$ cat src/rtl/mouse_ps2_tx.sv
// Host-to-device PS/2 transmitter: sends one command byte to the mouse.
// It captures the device ACK and completes the request with a toggle handshake.
module mouse_ps2_tx #(
  parameter bit          ODD_PARITY = 1'b1,
  parameter int unsigned COUNT_W    = 8
) (
  input  logic               mouse_clk,
  input  logic               reset,
  input  logic               ps2_data_in,
  output logic               ps2_data_oe,
  input  logic [7:0]         cmd_data,
  input  logic               tx_req_toggle,
  output logic               tx_done_toggle,
  output logic               busy,
  output logic               ack_error,
  output logic [COUNT_W-1:0] frame_count,
  output logic [COUNT_W-1:0] error_count
);

  typedef enum logic [2:0] {
    S_IDLE   = 3'd0,
    S_DATA   = 3'd1,
    S_PARITY = 3'd2,
    S_STOP   = 3'd3,
    S_ACK    = 3'd4
  } state_e;

  state_e     state_q;
  logic [7:0] shreg_q;
  logic       par_q;
  logic [2:0] bit_idx_q;
  logic       req_seen_q;

  logic pending;
  logic ack_done;
  logic launchable;

  assign pending    = (tx_req_toggle != req_seen_q);
  assign ack_done   = (state_q == S_ACK) && (tx_done_toggle == req_seen_q);
  assign launchable = (state_q == S_IDLE) || ack_done;

  // Frame sequencer: the host changes data while the device clock is low.
  always_ff @(negedge mouse_clk or posedge reset) begin
    if (reset) begin
      state_q    <= S_IDLE;
      shreg_q    <= 8'h00;
      par_q      <= 1'b0;
      bit_idx_q  <= 3'd0;
      req_seen_q <= 1'b0;
    end else begin
      case (state_q)
        S_DATA: begin
          shreg_q   <= {1'b0, shreg_q[7:1]};
          bit_idx_q <= bit_idx_q + 3'd1;
          if (bit_idx_q == 3'd7) begin
            state_q <= S_PARITY;
          end
        end
        S_PARITY: state_q <= S_STOP;
        S_STOP:   state_q <= S_ACK;
        default: begin
          // IDLE, or ACK once its result is captured: both can launch directly.
          if (launchable && pending) begin
            shreg_q    <= cmd_data;
            par_q      <= ODD_PARITY ? ~^cmd_data : ^cmd_data;
            bit_idx_q  <= 3'd0;
            req_seen_q <= tx_req_toggle;
            state_q    <= S_DATA;
          end else if (ack_done) begin
            state_q <= S_IDLE;
          end
        end
      endcase
    end
  end

  // ACK capture and completion on the device's rising edge.
  always_ff @(posedge mouse_clk or posedge reset) begin
    if (reset) begin
      tx_done_toggle <= 1'b0;
      ack_error      <= 1'b0;
      frame_count    <= '0;
      error_count    <= '0;
    end else if ((state_q == S_ACK) && (tx_done_toggle != req_seen_q)) begin
      tx_done_toggle <= req_seen_q;
      ack_error      <= ps2_data_in;
      frame_count    <= frame_count + COUNT_W'(1);
      if (ps2_data_in) begin
        error_count <= error_count + COUNT_W'(1);
      end
    end
  end

  // Open-drain drive; only the start-bit term looks at a non-register input.
  always_comb begin
    ps2_data_oe = 1'b0;
    case (state_q)
      S_IDLE:   ps2_data_oe = pending;
      S_DATA:   ps2_data_oe = ~shreg_q[0];
      S_PARITY: ps2_data_oe = ~par_q;
      S_STOP:   ps2_data_oe = 1'b0;
      S_ACK:    ps2_data_oe = ack_done && pending;
      default:  ps2_data_oe = 1'b0;
    endcase
    if (reset) begin
      ps2_data_oe = 1'b0;
    end
  end

  assign busy = (state_q != S_IDLE) && !ack_done;

endmodule

$ cat config.mk
export PLATFORM = sky130hd
export DESIGN_NAME = mouse_ps2_tx
export DESIGN_NICKNAME = d
export VERILOG_FILES = /design/src/rtl/mouse_ps2_tx.sv
export SDC_FILE = /design/constraint.sdc
export NUM_CORES = 1
export LEC_CHECK = 0
export CORE_ASPECT_RATIO = 0.6
export CORE_MARGIN = 1
export CORE_UTILIZATION = 30
export CTS_BUF_LIST = sky130_fd_sc_hd__clkbuf_4
export DETAILED_ROUTE_END_ITERATION = 8
export PLACE_DENSITY = 0.57
export SYNTH_ARGS = -nofsm -noshare
export SYNTH_HDL_FRONTEND = slang
export SYNTH_SLANG_ARGS = --single-unit
$ cat constraint.sdc
create_clock -name mouse_clk -period 4.2 [get_ports mouse_clk]
set_clock_uncertainty 0.1 [all_clocks]
set_input_delay 0.84 -clock mouse_clk [delete_from_list [all_inputs] [get_ports mouse_clk]]
set_output_delay 0.84 -clock mouse_clk [all_outputs]
set_load 0.05 [all_outputs]
==> results.txt <==
result of the run: complete, but fails checks
violated checks: negative setup slack
buffer levels on the longest clock path: 2
share of the synthesized area in compound gates (AO/OA/AOI/OAI): 6.76%
dominant cell type by area after synthesis: sky130_fd_sc_hd__dfrtp_1
EDFF count, synth: 0
endpoints failing hold: 0
post-route antenna net violation count: 0
maximum number of pins on one net before global-route repair: 35
post-layout worst setup margin: -0.526 ns
share of synthesized area occupied by flip-flops and latches: 47.4%
mean number of vias per cell: 4.31
share of final-layout standard cells stronger than drive strength 1: 34.1%
ys async rst share: 100%
synthesized flop and latch total: 34
Die X: 102 um
total cell area at the placement stage: 2410 um^2
number of antenna cells inserted: 0
clock slew at reported path FFs: 0.08 ns
DRC viols: 0
most frequent cells after synthesis: 18 x sky130_fd_sc_hd__dfrtp_1, 18 x sky130_fd_sc_hd__mux2_2, 16 x sky130_fd_sc_hd__dfrtn_1
Synth cell types: 38
startpoint of the most critical hold path: bit_idx_q[0]
Hold-fix buffers, CTS: 0
Ports: 32
Leakage Power: 0.00116 uW
element type at the critical path start: flip-flop
placed wire-length estimate after detailed placement: 2.66 mm
critical path arrival: 3.79 ns
RePlAce Congestion: 0.765
via count of the first global-routing pass: 1,200
detailed-route via count: 1,280
fraction of the mapped netlist area in simple logic gates: 16.4%
cell type group with the largest total delay on the critical path: flip-flops
transition at the pin with the smallest max-transition slack: 0.885 ns
Critical Path End Type: output port
clock tree from TritonCTS: done
detailed-router iteration count before antenna repair: 4
first-pass GRT wire length: 5.97 mm
clock sink count: 34
primary flip-flop cell chosen by synthesis mapping: sky130_fd_sc_hd__dfrtp_1
total track usage: 12.7%
hold slack final: 0.342 ns
VDD IR max: 0.249 mV
total clock buffers created by CTS: 5
sum of negative setup slack: -0.893 ns
Avg Cell Area, Syn: 11.4 um^2
# nets final: 232
Post-Synth Adder-Cell Area: 2.79%
largest fanout on the critical path: 4
Core Rows: 21
initial antenna violation count: 0
core area: 5680 um^2
kind of critical path: flip-flop to output port
H-tree Lvls: 2
Slew HR: 40.8%
wire length reported by the detailed router: 3.66 mm
path category of the worst min-delay check: flip-flop to flip-flop
final std cell area, no fill: 2590 um^2
power density cells: 680 nW/um^2
Filler Cell Count: 543
worst setup path start: req_seen_q
die area: 6310 um^2
slowest cell on the critical path: sky130_fd_sc_hd__dfrtn_1
cell types occupying the most area after synthesis: sky130_fd_sc_hd__dfrtp_1 25%, sky130_fd_sc_hd__dfrtn_1 22%, sky130_fd_sc_hd__mux2_2 11%
mapped cell area: 1800 um^2
GRT overflow: 0
number of setup violations in the final report: 2
count of buffers inserted at the top-level ports: 31
effective utilization at floorplan: 31.6%
initial detailed-routing violation count: 50
RSZ-0062 raised after global routing: yes
Post-Syn Nets: 174
sequential cell area: 851 um^2
gate count of the mapped netlist: 158
combined area of the multi-input logic cells: 948 um^2
clock network latency to the later pin of the worst-skew pair: 0.34 ns
data required time at the worst endpoint: 3.26 ns
share of Yosys cell area claimed by the top area cell type: 25.1%
routed length per instance: 12.3 um
dominant combinational cell family by area after synthesis: simple AND/OR/NAND/NOR gates
height of the die: 61.9 um
number of violations of the max-capacitance limit: 0
Layout area overhead: 44.2%
Cell Chain, Critical Path: and3_4, o21ai_4, buf_6, a221oi_4, buf_12
Max Slew Vio Count: 0
delay of the slowest cell on the worst path: 0.49 ns
number of synthesis warnings: 0
portion of netlist area occupied by mux cells: 11.8%
parity-gate share of the synthesized area counting xor and xnor cells: 11.1%
count of buffering cells on the critical path with inverters included: 2
reg-to-reg critical path startpoint: state_q[2]
root buf cell: sky130_fd_sc_hd__clkbuf_4
final timing paths:
path,cells past startpoint,slack [ns],to
worst min register to register,1,0.34,bit_idx_q[0]
max in group asynchronous,3,0.95,req_seen_q
min in group asynchronous,3,0.83,error_count[0]
worst min-delay path,1,0.34,bit_idx_q[0]
worst max-delay path,5,-0.53,ps2_data_oe
worst max register to register,6,0.23,frame_count[7]
state kept, by name, summed over array words and instances, names as in the netlist:
name / flops
ack_error: 1
bit_idx_q: 3
error_count: 8
frame_count: 8
par_q: 1
req_seen_q: 1
shreg_q: 8
state_q: 3
tx_done_toggle: 1
worst reg2reg max path, cell delays in order (launching register included):
cell and delay, ns:
sky130_fd_sc_hd__dfrtn_1 0.47, sky130_fd_sc_hd__buf_4 0.14, sky130_fd_sc_hd__buf_4 0.14, sky130_fd_sc_hd__nor3b_4 0.38
sky130_fd_sc_hd__nand2_4 0.14, sky130_fd_sc_hd__nor4_4 0.29, sky130_fd_sc_hd__xor2_1 0.16
per-layer routing:
metal	share of wire (%)	track usage (%)	up-vias	wire (um)
met5	0	0	-	0
met4	1.2	4.90	0	44
met3	3.0	3.24	4	110
met2	40	16.9	19	1460
met1	56	19.4	600	2050
li1	-	-	657	-
repair_timing:
item	4_1_cts	5_1_grt
pin swaps	3	4
endpoints found under the setup margin	9	2
setup buffers	3	3
gates resized for setup	3	4
stage by stage:
step / std cells / utilization [%] / setup WS (ns) / total power, uW
4_1_cts: 294 / 44.9 / -0.539 / 1730
3_3_place_gp: 283 / 42.4 / -0.421 / 1390
6_report: 297 / 45.6 / -0.526 / 1760
5_1_grt: 297 / 45.6 / -0.595 / 1880
2_1_floorplan: 158 / - / -0.256 / 1110
3_5_place_dp: 283 / 42.4 / -0.448 / 1400
cell type report:
cell class | instances | area share, %
Tap cell | 80 | 3.87
Timing Repair Buffer | 56 | 21.4
Inverter | 8 | 1.16
Clock buffer | 5 | 1.45
Multi-Input combinational cell | 111 | 36.6
Clock inverter | 3 | 2.66
Sequential cell | 34 | 32.9
cells in the final DEF, fill, tap and decap left out, types with 5 or more instances in the layout:
| cell | netlist | routed |
|---|---|---|
| sky130_fd_sc_hd__buf_4 | 2 | 20 |
| sky130_fd_sc_hd__clkbuf_4 | 0 | 5 |
| sky130_fd_sc_hd__clkdlybuf4s50_1 | 0 | 28 |
| sky130_fd_sc_hd__dfrtn_1 | 16 | 16 |
| sky130_fd_sc_hd__dfrtp_1 | 18 | 18 |
| sky130_fd_sc_hd__inv_1 | 8 | 8 |
| sky130_fd_sc_hd__mux2_2 | 18 | 18 |
| sky130_fd_sc_hd__nand2_1 | 13 | 12 |
| sky130_fd_sc_hd__nand3_1 | 5 | 5 |
| sky130_fd_sc_hd__nor2_1 | 9 | 7 |
| sky130_fd_sc_hd__xnor2_1 | 14 | 14 |
| sky130_fd_sc_hd__xor2_1 | 7 | 7 |
report_power, final:
| part | switching [uW] | internal (uW) | leakage (uW) | total (uW) |
|---|---|---|---|---|
| registers | 87.2 | 433 | 0.000437 | 520 |
| logic | 444 | 491 | 0.000667 | 935 |
| clock network | 121 | 186 | 0.0000554 | 307 |
logic make-up (layout without fill, tap and decap cells):
| logic type | count (synthesis) | count (layout) |
|---|---|---|
| AO/OA/AOI/OAI | 18 | 18 |
| buffers and inverters | 13 | 72 |
| flip-flops | 34 | 34 |
| adder cells (fa/ha/maj) | 4 | 4 |
| AND/OR/NAND/NOR | 48 | 48 |
| multiplexers | 19 | 19 |
| XOR/XNOR | 22 | 22 |
Note: power is estimated with default switching activity, not from simulation.
